### config.mk
export PLATFORM = sky130hd
export DESIGN_NAME = complex_addsub_pipe
export DESIGN_NICKNAME = d
export VERILOG_FILES = /design/src/rtl/complex_addsub_pipe.sv
export SDC_FILE = /design/constraint.sdc
export NUM_CORES = 1
export LEC_CHECK = 0
export CORE_MARGIN = 5
export CORE_UTILIZATION = 54
export CTS_BUF_LIST = sky130_fd_sc_hd__clkbuf_4
export DETAILED_ROUTE_END_ITERATION = 10
export PLACE_DENSITY = 0.91
export SETUP_SLACK_MARGIN = 0.5
export SYNTH_ARGS = -nofsm -noshare
export SYNTH_HDL_FRONTEND = slang
export SYNTH_SLANG_ARGS = --single-unit
### constraint.sdc
create_clock -name clk -period 3.54 [get_ports clk]
set_input_delay 0.708 -clock clk [delete_from_list [all_inputs] [get_ports clk]]
set_output_delay 0.708 -clock clk [all_outputs]
set_load 0.02 [all_outputs]
### src/rtl/complex_addsub_pipe.sv
// Two-stage pipelined complex add/subtract with valid/ready handshake,
// optional halving, saturate-or-wrap output and a sticky overflow counter.
module complex_addsub_pipe #(
    parameter int unsigned WIDTH    = 16,
    parameter bit          SATURATE = 1'b1,
    parameter int unsigned CNT_W    = 16
) (
    input  logic             clk,
    input  logic             rst,
    input  logic             in_valid,
    output logic             in_ready,
    input  logic [WIDTH-1:0] a_real,
    input  logic [WIDTH-1:0] a_imag,
    input  logic [WIDTH-1:0] b_real,
    input  logic [WIDTH-1:0] b_imag,
    input  logic             sub,
    input  logic             scale,
    output logic             out_valid,
    input  logic             out_ready,
    output logic [WIDTH-1:0] sum_real,
    output logic [WIDTH-1:0] sum_imag,
    output logic             overflow,
    output logic [CNT_W-1:0] ovf_count,
    input  logic             ovf_clr
);

    localparam int unsigned TW = WIDTH + 1;

    logic          s1_valid;
    logic [TW-1:0] s1_t_real;
    logic [TW-1:0] s1_t_imag;
    logic          s1_scale;

    logic             s1_adv;
    logic             s2_adv;
    logic [WIDTH-1:0] res_real;
    logic [WIDTH-1:0] res_imag;
    logic             ovf_real;
    logic             ovf_imag;
    logic             cnt_evt;

    // Fold an exact WIDTH+1-bit temp back to WIDTH bits; MSB of return is the overflow flag.
    function automatic logic [WIDTH:0] fit(input logic [TW-1:0] t, input logic scl);
        logic [WIDTH:0] r;
        r = {1'b0, t[WIDTH-1:0]};
        if (scl) begin
            r = {1'b0, t[WIDTH:1]};
        end else if (t[WIDTH] != t[WIDTH-1]) begin
            r[WIDTH] = 1'b1;
            if (SATURATE) begin
                r[WIDTH-1:0] = t[WIDTH] ? {1'b1, {(WIDTH-1){1'b0}}} : {1'b0, {(WIDTH-1){1'b1}}};
            end
        end
        return r;
    endfunction

    assign s2_adv   = ~out_valid | out_ready;
    assign s1_adv   = ~s1_valid | s2_adv;
    assign in_ready = s1_adv;
    assign cnt_evt  = out_valid & out_ready & overflow;

    assign {ovf_real, res_real} = fit(s1_t_real, s1_scale);
    assign {ovf_imag, res_imag} = fit(s1_t_imag, s1_scale);

    // Stage 1: exact sign-extended sum/difference.
    always_ff @(posedge clk or posedge rst) begin
        if (rst) begin
            s1_valid  <= 1'b0;
            s1_t_real <= '0;
            s1_t_imag <= '0;
            s1_scale  <= 1'b0;
        end else if (s1_adv) begin
            s1_valid <= in_valid;
            if (in_valid) begin
                s1_t_real <= sub ? ({a_real[WIDTH-1], a_real} - {b_real[WIDTH-1], b_real})
                                 : ({a_real[WIDTH-1], a_real} + {b_real[WIDTH-1], b_real});
                s1_t_imag <= sub ? ({a_imag[WIDTH-1], a_imag} - {b_imag[WIDTH-1], b_imag})
                                 : ({a_imag[WIDTH-1], a_imag} + {b_imag[WIDTH-1], b_imag});
                s1_scale  <= scale;
            end
        end
    end

    // Stage 2: scaled/clamped result and overflow flag, held while downstream stalls.
    always_ff @(posedge clk or posedge rst) begin
        if (rst) begin
            out_valid <= 1'b0;
            sum_real  <= '0;
            sum_imag  <= '0;
            overflow  <= 1'b0;
        end else if (s2_adv) begin
            out_valid <= s1_valid;
            if (s1_valid) begin
                sum_real <= res_real;
                sum_imag <= res_imag;
                overflow <= ovf_real | ovf_imag;
            end
        end
    end

    // Saturating count of delivered overflowed samples; clear wins, then the coincident event counts.
    always_ff @(posedge clk or posedge rst) begin
        if (rst) begin
            ovf_count <= '0;
        end else if (ovf_clr) begin
            ovf_count <= {{(CNT_W-1){1'b0}}, cnt_evt};
        end else if (cnt_evt && (ovf_count != {CNT_W{1'b1}})) begin
            ovf_count <= ovf_count + CNT_W'(1);
        end
    end

endmodule

* After elaboration in Yosys (flattened, before gate mapping)
Cells that the tools add are included.
** Storage, ports and cells
- Bits in registers :: 86
- Output and inout bits :: 51
- Logic and storage cells :: 38
** Operators by class
- $add $sub $neg :: 5
- Eq/ne operators :: 3
- Muxes and demuxes :: 10
- Bitwise logic cells :: 7
- Reduce and logical (&&, ||, !) cells :: 4
** Operators with widths (number)
- $mux W17 :: 6
- $mux W16 :: 4
- $add A16 B16 Y17 :: 2
- $sub A16 B16 Y17 :: 2
- $add A16 B1 Y16 const B :: 1
- $ne A16 B16 Y1 const B :: 1
- $reduce_and A2 Y1 :: 2
- $or A1 B1 Y1 :: 3
- $and A1 B1 Y1 :: 2
- $ne A1 B1 Y1 :: 2
- $not A1 Y1 :: 2
- $reduce_bool A2 Y1 :: 1
- $logic_and A1 B1 Y1 :: 1

* Longest topological paths before layout
Gate-level depths: netlist (run 1).
- Depth in word-level cells :: 5
- Depth in mapped cells :: 14

* Worst setup path after synthesis (run 1)
OpenSTA, ideal clock, no wires.
- Kind :: input-to-reg
- Start :: input port sub
- End :: register s1_t_real[14]
- Arrival time :: 3.317 ns
- Required time :: 3.415 ns
- Path slack :: 0.099 ns
- Stages on the path :: 12
- Buffers on the path :: 3
- Cells stage by stage :: clkbuf_1 -> clkbuf_1 -> clkbuf_1 -> a21oi_1 -> xnor2_1 -> ha_1 -> nor3_1 -> or4b_1 -> o21ai_0 -> a21oi_1 -> xnor2_1 -> mux2_2
** Between the ends
- Longest elaborated chain between the ends :: 1
** RTL lines
- start: declaration :: line 16 : input logic sub,
- $mux W17 :: line 75 : s1_t_real <= sub ? ({a_real[WIDTH-1], a_real} - {b_real[WIDTH-1], b_real})
- end signal: assignment :: line 75
- end: declaration :: line 30 : logic [TW-1:0] s1_t_real;
Every way passes these cells.
A chain may end at the register's enable or synchronous reset.

* Worst setup path in the final report (run 1)
- Start :: input port b_real[10]
- End :: register s1_t_real[16]
** Between the ends
- Longest elaborated chain between the ends :: 2
- Elaborated cells on any way between the ends :: 3
- Classes of those cells :: add/sub (2); mux (1)
** RTL lines
- start: declaration :: line 14 : input logic [WIDTH-1:0] b_real,
- $add A16 B16 Y17 / $sub A16 B16 Y17 (equally long branches) :: line 76, 75
- $mux W17 (*) :: line 75
Mark *: on every way between the ends. The rest lies on a longest branch, timed or not.

==> run_summary.xml, run 1 <==
<?xml version="1.0" encoding="UTF-8"?>
<metrics>
  <group name="final_layout">
    <metric name="final_design_area_no_fill" unit="mm²">0.008200</metric>
    <metric name="finish.net_count" unit="">1024</metric>
    <metric name="area_delta_synth_final" unit="%">38.21</metric>
    <metric name="final_cell_mix" unit="">103 x sky130_fd_sc_hd__clkdlybuf4s50_1, 92 x sky130_fd_sc_hd__o21ai_0, 89 x sky130_fd_sc_hd__nand2_1</metric>
    <metric name="layout_commonest_cell" unit="">sky130_fd_sc_hd__clkdlybuf4s50_1</metric>
    <metric name="fill_cells" unit="">731</metric>
    <metric name="share_of_cells_above_drive_strength_1" unit="%">15.25</metric>
    <metric name="stdcell_count" unit="">1059</metric>
  </group>
  <group name="drt">
    <metric name="firstDrtPassIters" unit="">5</metric>
    <metric name="drt-wirelength-per-cell" unit="µm">15.24</metric>
    <metric name="drc_errors" unit="">0</metric>
    <metric name="route.antenna.remaining_nets" unit="">0</metric>
    <metric name="initialDrtViolationCount" unit="">554</metric>
    <metric name="vias" unit="">6028</metric>
    <metric name="viasPerCell" unit="">5.692</metric>
    <metric name="wl" unit="µm">16140</metric>
  </group>
  <group name="hold_path">
    <metric name="worstHoldPathType" unit="">flip-flop to flip-flop</metric>
    <metric name="worstHoldEndpoint" unit="">sum_imag[5]</metric>
    <metric name="hold-path-cell-count" unit="">2</metric>
    <metric name="hold_start" unit="">sum_imag[5]</metric>
  </group>
  <group name="power">
    <metric name="power.net_switching" unit="mW">1.562</metric>
    <metric name="seqPwrFrac" unit="%">36.7</metric>
    <metric name="static-leakage-power" unit="nW">3.580</metric>
    <metric name="combinationalPowerShare" unit="%">48.8</metric>
    <metric name="max-vdd-ir-drop" unit="mV">0.2693</metric>
    <metric name="power-per-cell-area" unit="mW/mm²">487.2</metric>
    <metric name="overall_power_of_the_completed_layout" unit="mW">3.995</metric>
    <metric name="internal_power" unit="mW">2.434</metric>
    <metric name="netSwitchingFraction" unit="%">39.09</metric>
    <metric name="share_clk_of_total_power" unit="%">14.5</metric>
  </group>
  <group name="synthesis">
    <metric name="synth_enable_flop_cells" unit="">0</metric>
    <metric name="mappedNetlistNets" unit="">841</metric>
    <metric name="combined_area_of_all_synthesized_cells" unit="mm²">0.005933</metric>
    <metric name="synth_seq_area_share" unit="%">36.27</metric>
    <metric name="postSynthCellCount" unit="">731</metric>
    <metric name="post_synth_num_cell_types" unit="">52</metric>
    <metric name="synth_seq_cells" unit="">86</metric>
    <metric name="avgSynthCellArea" unit="µm²">8.117</metric>
    <metric name="yosysWarningCount" unit="">0</metric>
    <metric name="dominantRegCellSynth" unit="">sky130_fd_sc_hd__dfrtp_1</metric>
    <metric name="ys_async_sr_fraction" unit="%">100.0</metric>
  </group>
  <group name="floorplan">
    <metric name="dieArea" unit="mm²">0.01318</metric>
    <metric name="floorplan.die.width" unit="µm">114.8</metric>
    <metric name="placement_rows" unit="">38</metric>
    <metric name="coreArea" unit="mm²">0.01079</metric>
    <metric name="initial_core_util" unit="%">54.97</metric>
    <metric name="pin_count" unit="">122</metric>
    <metric name="die_h" unit="µm">114.8</metric>
  </group>
  <group name="sta">
    <metric name="worst_slew_pin_slew" unit="ns">0.9245</metric>
    <metric name="rsz0062_at_grt" unit="">yes</metric>
    <metric name="finClkSkew" unit="ns">0.01272</metric>
    <metric name="hold_violations" unit="">0</metric>
    <metric name="timing.final.crit_share" unit="%">87.00</metric>
    <metric name="max_freq" unit="GHz">0.3247</metric>
    <metric name="timing.final.setup_violations" unit="">0</metric>
    <metric name="min_period" unit="ns">3.080</metric>
    <metric name="timing.max_slew.rel_slack" unit="%">38.24</metric>
    <metric name="drv_slew" unit="">0</metric>
  </group>
  <group name="placed_design">
    <metric name="place_inst" unit="">1027</metric>
    <metric name="buffer_ports.inserted" unit="">121</metric>
    <metric name="gp_routability_congestion" unit="">0.9428</metric>
    <metric name="dp_hpwl" unit="µm">11770</metric>
    <metric name="placed_cell_area" unit="mm²">0.007754</metric>
  </group>
  <group name="grt">
    <metric name="antenna_found_initial" unit="">1</metric>
    <metric name="number_of_global_route_vias_before_repair" unit="">5619</metric>
    <metric name="grt_overflow_total" unit="">0</metric>
    <metric name="grt_usage" unit="%">23.37</metric>
    <metric name="first_pass_grt_wire_length" unit="µm">25420</metric>
    <metric name="grt_max_degree" unit="">87</metric>
  </group>
  <group name="setup_path">
    <metric name="cp.depth" unit="">13</metric>
    <metric name="ff2ff_path_depth" unit="">6</metric>
    <metric name="rrSetupSlack" unit="ns">1.43</metric>
    <metric name="worst_setup_path_start_kind" unit="">input port</metric>
    <metric name="crit_required" unit="ns">3.85</metric>
    <metric name="critical_path_peak_fanout" unit="">3</metric>
    <metric name="rr_endpoint" unit="">ovf_count[13]</metric>
    <metric name="crit_slowest_cell" unit="">sky130_fd_sc_hd__clkdlybuf4s50_1</metric>
    <metric name="rr_startpoint" unit="">ovf_count[7]</metric>
    <metric name="crit_chain" unit="">clkdlybuf4s50_1 -&gt; nor4_2 -&gt; nor2_1 -&gt; nor2_2 -&gt; o21ai_0 -&gt; xnor2_1 -&gt; ha_1 -&gt; a21o_1 -&gt; a21o_1 -&gt; a221o_1 -&gt; a31oi_1 -&gt; xnor2_1 -&gt; o21ai_0</metric>
    <metric name="critical_path.endpoint_type" unit="">flip-flop</metric>
    <metric name="worst_ep_arrival_time" unit="ns">3.39</metric>
    <metric name="cpPeakStageDelay" unit="ns">0.45</metric>
    <metric name="critPathKind" unit="">input port to flip-flop</metric>
    <metric name="timing.critical_path.max_delay_family" unit="">compound AO/OA/AOI/OAI gates</metric>
    <metric name="cp_num_buf_inv" unit="">1</metric>
  </group>
  <group name="cts">
    <metric name="cts-htree-levels" unit="">3</metric>
    <metric name="clock_tree_from_tritoncts" unit="">yes</metric>
    <metric name="number_of_sinks_driven_by_the_clock_tree" unit="">86</metric>
    <metric name="number_of_buffers_added_to_fix_hold_violations_after_cts" unit="">0</metric>
    <metric name="cts-buffers-inserted" unit="">9</metric>
    <metric name="cts_buffer_depth" unit="">2</metric>
    <metric name="clock_tree.root_cell" unit="">sky130_fd_sc_hd__clkbuf_4</metric>
    <metric name="worst_setup_hold_path_clk_slew" unit="ns">0.11</metric>
    <metric name="clkLatencyLatePin" unit="ns">0.43</metric>
  </group>
  <group name="outcome">
    <metric name="result_of_the_run" unit="">finished clean</metric>
  </group>
  <group name="flow_run">
    <metric name="timing.max_cap.violations" unit="">0</metric>
  </group>
</metrics>
==> worst min-delay path, delay by kind of cell, from the launching register on <==
| kind | cells | cell delay, ns |
|---|---|---|
| AO/OA/AOI/OAI | 1 | 0.06 |
| flip-flops | 1 | 0.35 |
| AND/OR/NAND/NOR | 1 | 0.05 |
==> per-stage QoR <==
step,utilization (%),worst slack [ns],hold slack (ns),setup TNS [ns]
floorplan,-,0.4372,0.4447,0
global placement,71.84,-0.03714,0.4608,-0.03714
detailed placement,71.84,-0.1910,0.4730,-0.7873
CTS,73.86,0.4946,0.5023,0
global route,75.98,0.4084,0.5324,0
finish,75.98,0.4602,0.4930,0
==> logic make-up after synthesis <==
family / after synthesis / share of synthesized area, %
and+or+nand+nor: 255 / 19.02
adders and majority gates: 39 / 8.477
xor gates and xnor gates: 69 / 10.19
AOI/OAI and AO/OA: 224 / 21.91
DFF: 86 / 36.27
buffers and inverters: 54 / 3.416
muxes: 4 / 0.7170
==> worst max path at each step <==
stage               slack, ns  startpoint            end
floorplan                0.44         sub  s1_t_real[15]
global placement        -0.04   b_real[1]  s1_t_real[15]
detailed placement      -0.19   b_imag[0]  s1_t_imag[16]
CTS                      0.49         sub  s1_t_real[16]
global route             0.41  b_real[10]  s1_t_real[16]
finish                   0.46  b_real[10]  s1_t_real[16]
==> final cells by class <==
cell class | instances | area, µm² | area share, %
clock inverters | 6 | 77.57 | 0.9460
inverters | 23 | 87.58 | 1.068
flip-flops and latches | 86 | 2152 | 26.24
diodes | 1 | 2.502 | 0.03052
well taps | 140 | 175.2 | 2.136
clock buffers | 9 | 67.56 | 0.8239
repair buffers | 203 | 1858 | 22.66
multi-input cells | 591 | 3780 | 46.09
==> power by group through the flow <==
stage | sequential, mW | clock [mW] | combinational, mW
floorplan | 1.63 | 0 | 0.937
global placement | 1.47 | 0 | 1.81
detailed placement | 1.49 | 0 | 1.88
CTS | 1.47 | 0.602 | 1.89
global route | 1.51 | 0.645 | 2.15
finish | 1.47 | 0.577 | 1.95
==> cell usage after synthesis, drive strengths merged, types with 6 or more instances <==
master	count	share of area (%)
and3	6	0.63
xnor2	50	7.4
nor2	82	5.2
dfrtp	86	36
nand2b	7	0.74
nand2	91	5.8
nor3	28	2.4
a31oi	9	0.95
clkbuf	30	1.9
ha	37	7.8
nand3	11	0.93
a21o	9	1.1
inv	23	1.5
nor4	8	0.84
xor2	19	2.8
o21ai	103	8.8
a21oi	63	5.3
==> timing repair <==
item | CTS | global route
cloned | 0 | 1
setup endpoints to repair | 11 | 16
pin swaps | 9 | 21
resized for setup | 15 | 50
buffers inserted | 9 | 6
==> layer usage <==
layer | global-route usage [%] | vias to the layer above | share of wire (%)
li1 | - | 2938 | -
met1 | 30.86 | 2830 | 44
met2 | 39.70 | 222 | 47
met3 | 2.947 | 38 | 5.3
met4 | 8.294 | 0 | 2.9
met5 | 0 | - | 0
==> flip-flops by register name, indices dropped and copies added, names as in the netlist <==
signal and cells:
s1_t_imag 17, sum_imag 16, out_valid 1, ovf_count 16, sum_real 16, s1_valid 1, s1_t_real 17, s1_scale 1
overflow 1
No activity file was read; power rests on OpenSTA's default activity.
==> inputs of run 2 (changes only) <==
--- a/config.mk
+++ b/config.mk
@@ -6,10 +6,9 @@
 export NUM_CORES = 1
 export LEC_CHECK = 0
 export CORE_MARGIN = 5
-export CORE_UTILIZATION = 54
-export CTS_BUF_LIST = sky130_fd_sc_hd__clkbuf_4
+export CORE_UTILIZATION = 56
 export DETAILED_ROUTE_END_ITERATION = 10
-export PLACE_DENSITY = 0.91
+export PLACE_DENSITY = 0.93
 export SETUP_SLACK_MARGIN = 0.5
 export SYNTH_ARGS = -nofsm -noshare
 export SYNTH_HDL_FRONTEND = slang
==> constraint.sdc (replaced) <==
create_clock -name clk -period 3.9 [get_ports clk]
set_input_delay 0.78 -clock clk [delete_from_list [all_inputs] [get_ports clk]]
set_output_delay 0.78 -clock clk [all_outputs]
set_load 0.02 [all_outputs]
==> run_summary.xml, run 2 (synthesis gave the netlist of run 1 again) <==
<?xml version="1.0" encoding="UTF-8"?>
<metrics>
  <group name="flow_run">
    <metric name="timing.max_cap.violations" unit="">0</metric>
  </group>
  <group name="power">
    <metric name="overall_power_of_the_completed_layout" unit="mW">3.608</metric>
    <metric name="max-vdd-ir-drop" unit="mV">0.2649</metric>
    <metric name="static-leakage-power" unit="nW">3.289</metric>
    <metric name="power-per-cell-area" unit="mW/mm²">464.6</metric>
  </group>
  <group name="sta">
    <metric name="finClkSkew" unit="ns">0.004652</metric>
    <metric name="timing.final.crit_share" unit="%">86.40</metric>
    <metric name="hold_violations" unit="">0</metric>
    <metric name="rsz0062_at_grt" unit="">yes</metric>
    <metric name="min_period" unit="ns">3.370</metric>
    <metric name="final.hold.worst_slack" unit="ns">0.4810</metric>
    <metric name="drv_slew" unit="">0</metric>
    <metric name="worst_slew_pin_slew" unit="ns">0.9544</metric>
    <metric name="layout_setup_ws" unit="ns">0.5304</metric>
    <metric name="timing.max_slew.rel_slack" unit="%">36.24</metric>
    <metric name="timing.final.setup_violations" unit="">0</metric>
    <metric name="max_freq" unit="GHz">0.2968</metric>
  </group>
  <group name="cts">
    <metric name="clkLatencyLatePin" unit="ns">0.35</metric>
    <metric name="cts-buffers-inserted" unit="">9</metric>
    <metric name="clock_tree_from_tritoncts" unit="">yes</metric>
    <metric name="cts-htree-levels" unit="">3</metric>
    <metric name="cts_buffer_depth" unit="">2</metric>
    <metric name="number_of_buffers_added_to_fix_hold_violations_after_cts" unit="">0</metric>
    <metric name="number_of_sinks_driven_by_the_clock_tree" unit="">86</metric>
    <metric name="worst_setup_hold_path_clk_slew" unit="ns">0.08</metric>
    <metric name="clock_tree.root_cell" unit="">sky130_fd_sc_hd__clkbuf_8</metric>
  </group>
  <group name="final_layout">
    <metric name="top_regs" unit="">s1_t_imag (17), s1_t_real (17)</metric>
    <metric name="final_cell_mix" unit="">116 x sky130_fd_sc_hd__clkdlybuf4s50_1, 94 x sky130_fd_sc_hd__o21ai_0, 90 x sky130_fd_sc_hd__nand2_1</metric>
    <metric name="stdcell_count" unit="">1005</metric>
    <metric name="final_design_area_no_fill" unit="mm²">0.007765</metric>
    <metric name="area_delta_synth_final" unit="%">30.87</metric>
    <metric name="finish.net_count" unit="">975</metric>
    <metric name="layout_commonest_cell" unit="">sky130_fd_sc_hd__clkdlybuf4s50_1</metric>
    <metric name="share_of_cells_above_drive_strength_1" unit="%">9.217</metric>
  </group>
  <group name="setup_path">
    <metric name="crit_slowest_cell" unit="">sky130_fd_sc_hd__clkdlybuf4s50_1</metric>
    <metric name="rr_startpoint" unit="">ovf_count[7]</metric>
    <metric name="worst_setup_path_start_kind" unit="">input port</metric>
    <metric name="cp_common_cell" unit="">sky130_fd_sc_hd__xnor2_1</metric>
    <metric name="worst_ep_arrival_time" unit="ns">3.60</metric>
    <metric name="timing.critical_path.max_delay_family" unit="">compound AO/OA/AOI/OAI gates</metric>
    <metric name="crit_required" unit="ns">4.13</metric>
    <metric name="critical_path.endpoint_type" unit="">flip-flop</metric>
    <metric name="critical_path_peak_fanout" unit="">4</metric>
    <metric name="startpoint" unit="">b_imag[1]</metric>
    <metric name="cp_num_buf_inv" unit="">3</metric>
    <metric name="critPathKind" unit="">input port to flip-flop</metric>
    <metric name="cpPeakStageDelay" unit="ns">0.42</metric>
    <metric name="crit_chain" unit="">clkdlybuf4s50_1 -&gt; inv_1 -&gt; ha_2 -&gt; nor4b_4 -&gt; buf_4 -&gt; nand2_2 -&gt; o21bai_4 -&gt; o21ai_1 -&gt; xnor2_1 -&gt; ha_1 -&gt; and3_4 -&gt; a21bo_2 -&gt; o2bb2ai_1 -&gt; a31oi_1 -&gt; xnor2_1 -&gt; o21ai_0</metric>
  </group>
  <group name="floorplan">
    <metric name="dieArea" unit="mm²">0.01275</metric>
    <metric name="placement_rows" unit="">37</metric>
    <metric name="die_h" unit="µm">112.9</metric>
    <metric name="floorplan.die.width" unit="µm">112.9</metric>
    <metric name="coreArea" unit="mm²">0.01032</metric>
    <metric name="pin_count" unit="">122</metric>
    <metric name="initial_core_util" unit="%">57.47</metric>
  </group>
  <group name="hold_path">
    <metric name="hold_start" unit="">s1_t_imag[0]</metric>
    <metric name="worstHoldPathType" unit="">flip-flop to flip-flop</metric>
  </group>
  <group name="drt">
    <metric name="drt-wirelength-per-cell" unit="µm">15.50</metric>
    <metric name="viasPerCell" unit="">5.782</metric>
    <metric name="wl_met2" unit="µm">7427</metric>
    <metric name="highest-signal-layer" unit="">met4</metric>
    <metric name="detail_route.wirelength.met1" unit="µm">6640</metric>
    <metric name="drc_errors" unit="">0</metric>
    <metric name="wl" unit="µm">15580</metric>
    <metric name="initialDrtViolationCount" unit="">500</metric>
    <metric name="firstDrtPassIters" unit="">5</metric>
    <metric name="wire_length_on_met3" unit="µm">1128</metric>
    <metric name="vias" unit="">5811</metric>
    <metric name="route.antenna.remaining_nets" unit="">0</metric>
  </group>
  <group name="grt">
    <metric name="grt_overflow_total" unit="">0</metric>
    <metric name="antenna_found_initial" unit="">0</metric>
    <metric name="grt_usage" unit="%">23.55</metric>
    <metric name="grt_max_degree" unit="">36</metric>
    <metric name="first_pass_grt_wire_length" unit="µm">25140</metric>
    <metric name="number_of_global_route_vias_before_repair" unit="">5466</metric>
  </group>
  <group name="placed_design">
    <metric name="dp_hpwl" unit="µm">12070</metric>
    <metric name="preCtsSetupSlack" unit="ns">-0.09168</metric>
    <metric name="buffer_ports.inserted" unit="">121</metric>
    <metric name="place_inst" unit="">980</metric>
    <metric name="placed_cell_area" unit="mm²">0.007372</metric>
    <metric name="gp_routability_congestion" unit="">0.9706</metric>
  </group>
  <group name="outcome">
    <metric name="result_of_the_run" unit="">finished clean</metric>
  </group>
</metrics>
-- run 2: per-stage QoR --
stage	TNS [ns]	utilization, %
final	0	75.22
after CTS	0	73.55
after global routing	0	75.19
after detailed placement	-0.1613	71.41
after global placement	0	71.41
after floorplan	0	-
-- run 2: worst paths after layout --
check	cells after the start	to	slack [ns]
max	16	s1_t_imag[16]	0.53
min	2	s1_t_imag[0]	0.48
max reg2reg	6	ovf_count[7]	1.75
min reg2reg	2	s1_t_imag[0]	0.48
max in group asynchronous	3	sum_real[4]	2.29
min in group asynchronous	2	ovf_count[3]	0.79
-- run 2: timing repair --
item,4_1_cts,5_1_grt
endpoints found under the setup margin,9,13
gates resized for setup,10,33
pin swaps,3,15
buffers inserted,3,7
-- run 2: cell type report --
class | count | area, µm²
multi-input cells | 591 | 3707
fillers | 714 | 2559
flip-flops and latches | 86 | 2152
repair buffers | 154 | 1471
well taps | 136 | 170.2
clock buffers | 13 | 168.9
inverters | 23 | 87.58
clock inverters | 1 | 5.005
diodes | 1 | 2.502
-- run 2: worst register-to-register path, delay by kind of cell, from the launching register on --
kind	cells	cell delay, ns
DFF	1	0.44
and+or+nand+nor	4	1.04
AOI/OAI and AO/OA	1	0.33
xor gates and xnor gates	1	0.21
-- run 2: report_power, final --
group	leakage, nW	internal (mW)	total [mW]	switching (mW)
clock	0.0914	0.276	0.560	0.284
combinational	2.11	0.770	1.70	0.930
sequential	1.08	1.14	1.35	0.204
-- run 2: metal layers --
metal  track usage [%]  vias up
li1                  -     2836
met1             30.21     2687
met2             39.69      244
met3             4.866       44
met4             8.013        0
met5                 0        -
==> inputs of run 3 (changes only) <==
--- a/config.mk
+++ b/config.mk
@@ -5,9 +5,9 @@
 export SDC_FILE = /design/constraint.sdc
 export NUM_CORES = 1
 export LEC_CHECK = 0
-export CORE_MARGIN = 5
 export CORE_UTILIZATION = 56
 export DETAILED_ROUTE_END_ITERATION = 10
+export HOLD_SLACK_MARGIN = 0.02
 export PLACE_DENSITY = 0.93
 export SETUP_SLACK_MARGIN = 0.5
 export SYNTH_ARGS = -nofsm -noshare
==> run_summary.xml, run 3 (synthesis gave the netlist of run 1 again) <==
<?xml version="1.0" encoding="UTF-8"?>
<metrics>
  <group name="hold_path">
    <metric name="worstHoldEndpoint" unit="">sum_real[10]</metric>
    <metric name="hold_start" unit="">sum_real[10]</metric>
    <metric name="hold-path-cell-count" unit="">2</metric>
    <metric name="worstHoldPathType" unit="">flip-flop to flip-flop</metric>
  </group>
  <group name="cts">
    <metric name="clock_tree_from_tritoncts" unit="">yes</metric>
    <metric name="clkLatencyLatePin" unit="ns">0.37</metric>
    <metric name="cts_buffer_depth" unit="">2</metric>
    <metric name="worst_setup_hold_path_clk_slew" unit="ns">0.09</metric>
    <metric name="number_of_sinks_driven_by_the_clock_tree" unit="">86</metric>
    <metric name="cts-buffers-inserted" unit="">9</metric>
    <metric name="clock_tree.root_cell" unit="">sky130_fd_sc_hd__clkbuf_8</metric>
    <metric name="number_of_buffers_added_to_fix_hold_violations_after_cts" unit="">0</metric>
    <metric name="cts-htree-levels" unit="">3</metric>
  </group>
  <group name="sta">
    <metric name="rsz0062_at_grt" unit="">yes</metric>
    <metric name="timing.final.crit_share" unit="%">85.21</metric>
    <metric name="timing.final.setup_violations" unit="">0</metric>
    <metric name="min_period" unit="ns">3.323</metric>
    <metric name="drv_slew" unit="">0</metric>
    <metric name="timing.max_slew.rel_slack" unit="%">38.02</metric>
    <metric name="finClkSkew" unit="ns">0.01075</metric>
    <metric name="hold_violations" unit="">0</metric>
    <metric name="worst_slew_pin_slew" unit="ns">0.9277</metric>
    <metric name="max_freq" unit="GHz">0.3009</metric>
    <metric name="tns" unit="ns">0</metric>
  </group>
  <group name="outcome">
    <metric name="result_of_the_run" unit="">finished clean</metric>
  </group>
  <group name="drt">
    <metric name="viasPerCell" unit="">5.736</metric>
    <metric name="initialDrtViolationCount" unit="">406</metric>
    <metric name="route.antenna.remaining_nets" unit="">0</metric>
    <metric name="wl" unit="µm">15430</metric>
    <metric name="drt-wirelength-per-cell" unit="µm">15.37</metric>
    <metric name="firstDrtPassIters" unit="">5</metric>
    <metric name="vias" unit="">5759</metric>
    <metric name="drc_errors" unit="">0</metric>
  </group>
  <group name="grt">
    <metric name="first_pass_grt_wire_length" unit="µm">25000</metric>
    <metric name="grt_overflow_total" unit="">0</metric>
    <metric name="antenna_found_initial" unit="">0</metric>
    <metric name="grt_usage" unit="%">27.91</metric>
    <metric name="number_of_global_route_vias_before_repair" unit="">5483</metric>
    <metric name="grt_max_degree" unit="">48</metric>
  </group>
  <group name="floorplan">
    <metric name="initial_core_util" unit="%">57.73</metric>
    <metric name="die_h" unit="µm">104.9</metric>
    <metric name="coreArea" unit="mm²">0.01028</metric>
    <metric name="placement_rows" unit="">37</metric>
    <metric name="pin_count" unit="">122</metric>
    <metric name="dieArea" unit="mm²">0.01101</metric>
    <metric name="floorplan.die.width" unit="µm">104.9</metric>
  </group>
  <group name="setup_path">
    <metric name="ff2ff_path_depth" unit="">6</metric>
    <metric name="critical_path_peak_fanout" unit="">6</metric>
    <metric name="critPathKind" unit="">input port to flip-flop</metric>
    <metric name="startpoint" unit="">b_real[9]</metric>
    <metric name="critical_path.endpoint_type" unit="">flip-flop</metric>
    <metric name="rrSetupSlack" unit="ns">1.81</metric>
    <metric name="crit_required" unit="ns">4.14</metric>
    <metric name="rr_startpoint" unit="">ovf_count[7]</metric>
    <metric name="worst_setup_path_start_kind" unit="">input port</metric>
    <metric name="rr_endpoint" unit="">ovf_count[13]</metric>
    <metric name="worst_ep_arrival_time" unit="ns">3.56</metric>
  </group>
  <group name="flow_run">
    <metric name="timing.max_cap.violations" unit="">0</metric>
  </group>
  <group name="final_layout">
    <metric name="top_regs" unit="">s1_t_imag (17), s1_t_real (17)</metric>
    <metric name="share_of_cells_above_drive_strength_1" unit="%">9.447</metric>
    <metric name="area_delta_synth_final" unit="%">32.01</metric>
    <metric name="multi_input_comb_area" unit="mm²">0.003724</metric>
    <metric name="regArea" unit="mm²">0.002152</metric>
    <metric name="diodes" unit="">0</metric>
    <metric name="layout_commonest_cell" unit="">sky130_fd_sc_hd__clkdlybuf4s50_1</metric>
    <metric name="final_cell_mix" unit="">110 x sky130_fd_sc_hd__clkdlybuf4s50_1, 94 x sky130_fd_sc_hd__o21ai_0, 91 x sky130_fd_sc_hd__nand2_1</metric>
    <metric name="finish.net_count" unit="">973</metric>
    <metric name="stdcell_count" unit="">1004</metric>
    <metric name="fill_cells" unit="">732</metric>
  </group>
  <group name="power">
    <metric name="max-vdd-ir-drop" unit="mV">0.2230</metric>
    <metric name="static-leakage-power" unit="nW">3.349</metric>
    <metric name="power-per-cell-area" unit="mW/mm²">477.8</metric>
    <metric name="overall_power_of_the_completed_layout" unit="mW">3.742</metric>
  </group>
  <group name="placed_design">
    <metric name="place_inst" unit="">977</metric>
    <metric name="dp_hpwl" unit="µm">11670</metric>
    <metric name="buffer_ports.inserted" unit="">121</metric>
    <metric name="gp_routability_congestion" unit="">0.9103</metric>
  </group>
</metrics>
==> run 3: cell count changes in the layout (fill, tap and decap cells not counted), sizes merged <==
cell           previous run  this run
clkdlybuf4s50           116       110
dlygate4sd2               1         2
clkinv                    2         3
buf                      33        31
bufinv                    0         2
dlymetal6s2s              4         9
diode                     1         0
clkinvlp                  0         2
clkbuf                   13        10
==> run 3: worst max-delay path, cell delays in order <==
cell	delay (ns)
sky130_fd_sc_hd__clkdlybuf4s50_1	0.50
sky130_fd_sc_hd__nor4_2	0.33
sky130_fd_sc_hd__nor2_1	0.10
sky130_fd_sc_hd__nor2_2	0.14
sky130_fd_sc_hd__o21ai_0	0.12
sky130_fd_sc_hd__xnor2_1	0.14
sky130_fd_sc_hd__ha_1	0.35
sky130_fd_sc_hd__a21o_1	0.18
sky130_fd_sc_hd__a21o_1	0.17
sky130_fd_sc_hd__a221o_1	0.33
sky130_fd_sc_hd__a31oi_1	0.17
sky130_fd_sc_hd__xnor2_1	0.14
sky130_fd_sc_hd__o21ai_0	0.09
==> run 3: final cells by class <==
cell class / instances / share of cell area (%)
clock inverter: 6 / 1.086
sequential: 86 / 27.48
clock buffer: 10 / 1.757
tap: 136 / 2.173
timing repair buffer: 152 / 18.85
multi-input combinational: 591 / 47.54
inverter: 23 / 1.118
==> run 3: worst max-delay path by stage <==
stage / end / depth (start not counted)
6_report: s1_t_real[16] / 13
5_1_grt: s1_t_imag[16] / 13
4_1_cts: s1_t_imag[16] / 16
3_5_place_dp: s1_t_imag[16] / 16
3_3_place_gp: s1_t_imag[16] / 16
2_1_floorplan: s1_t_real[14] / 12
==> run 3: timing repair <==
action / 4_1_cts / 5_1_grt
pin swaps: 9 / 15
buffers inserted: 7 / 4
endpoints found under the setup margin: 11 / 12
gates resized for setup: 14 / 37
==> run 3: power by group <==
| group | internal, mW | switching [mW] |
|---|---|---|
| sequential | 1.14 | 0.206 |
| clock | 0.375 | 0.317 |
| combinational | 0.769 | 0.932 |
==> run 3: layer usage <==
layer  global-route usage, %  share of wire, %  vias to the layer above
met5                       0                 0                        -
met4                   9.759               2.8                        0
li1                        -                 -                     2834
met1                   36.43                43                     2667
met3                   5.365               5.7                       45
met2                   46.36                48                      213
==> run 3: metrics by stage <==
step | utilization [%] | hold WS (ns) | instance area, µm² | setup WS (ns)
after floorplan | - | 0.4447 | 5937 | 0.5346
after global placement | 71.63 | 0.4599 | 7362 | 0.09233
after detailed placement | 71.63 | 0.4691 | 7362 | -0.1644
after CTS | 74.63 | 0.4888 | 7670 | 0.4968
after global routing | 76.21 | 0.5183 | 7833 | 0.4335
final | 76.21 | 0.4837 | 7833 | 0.5769
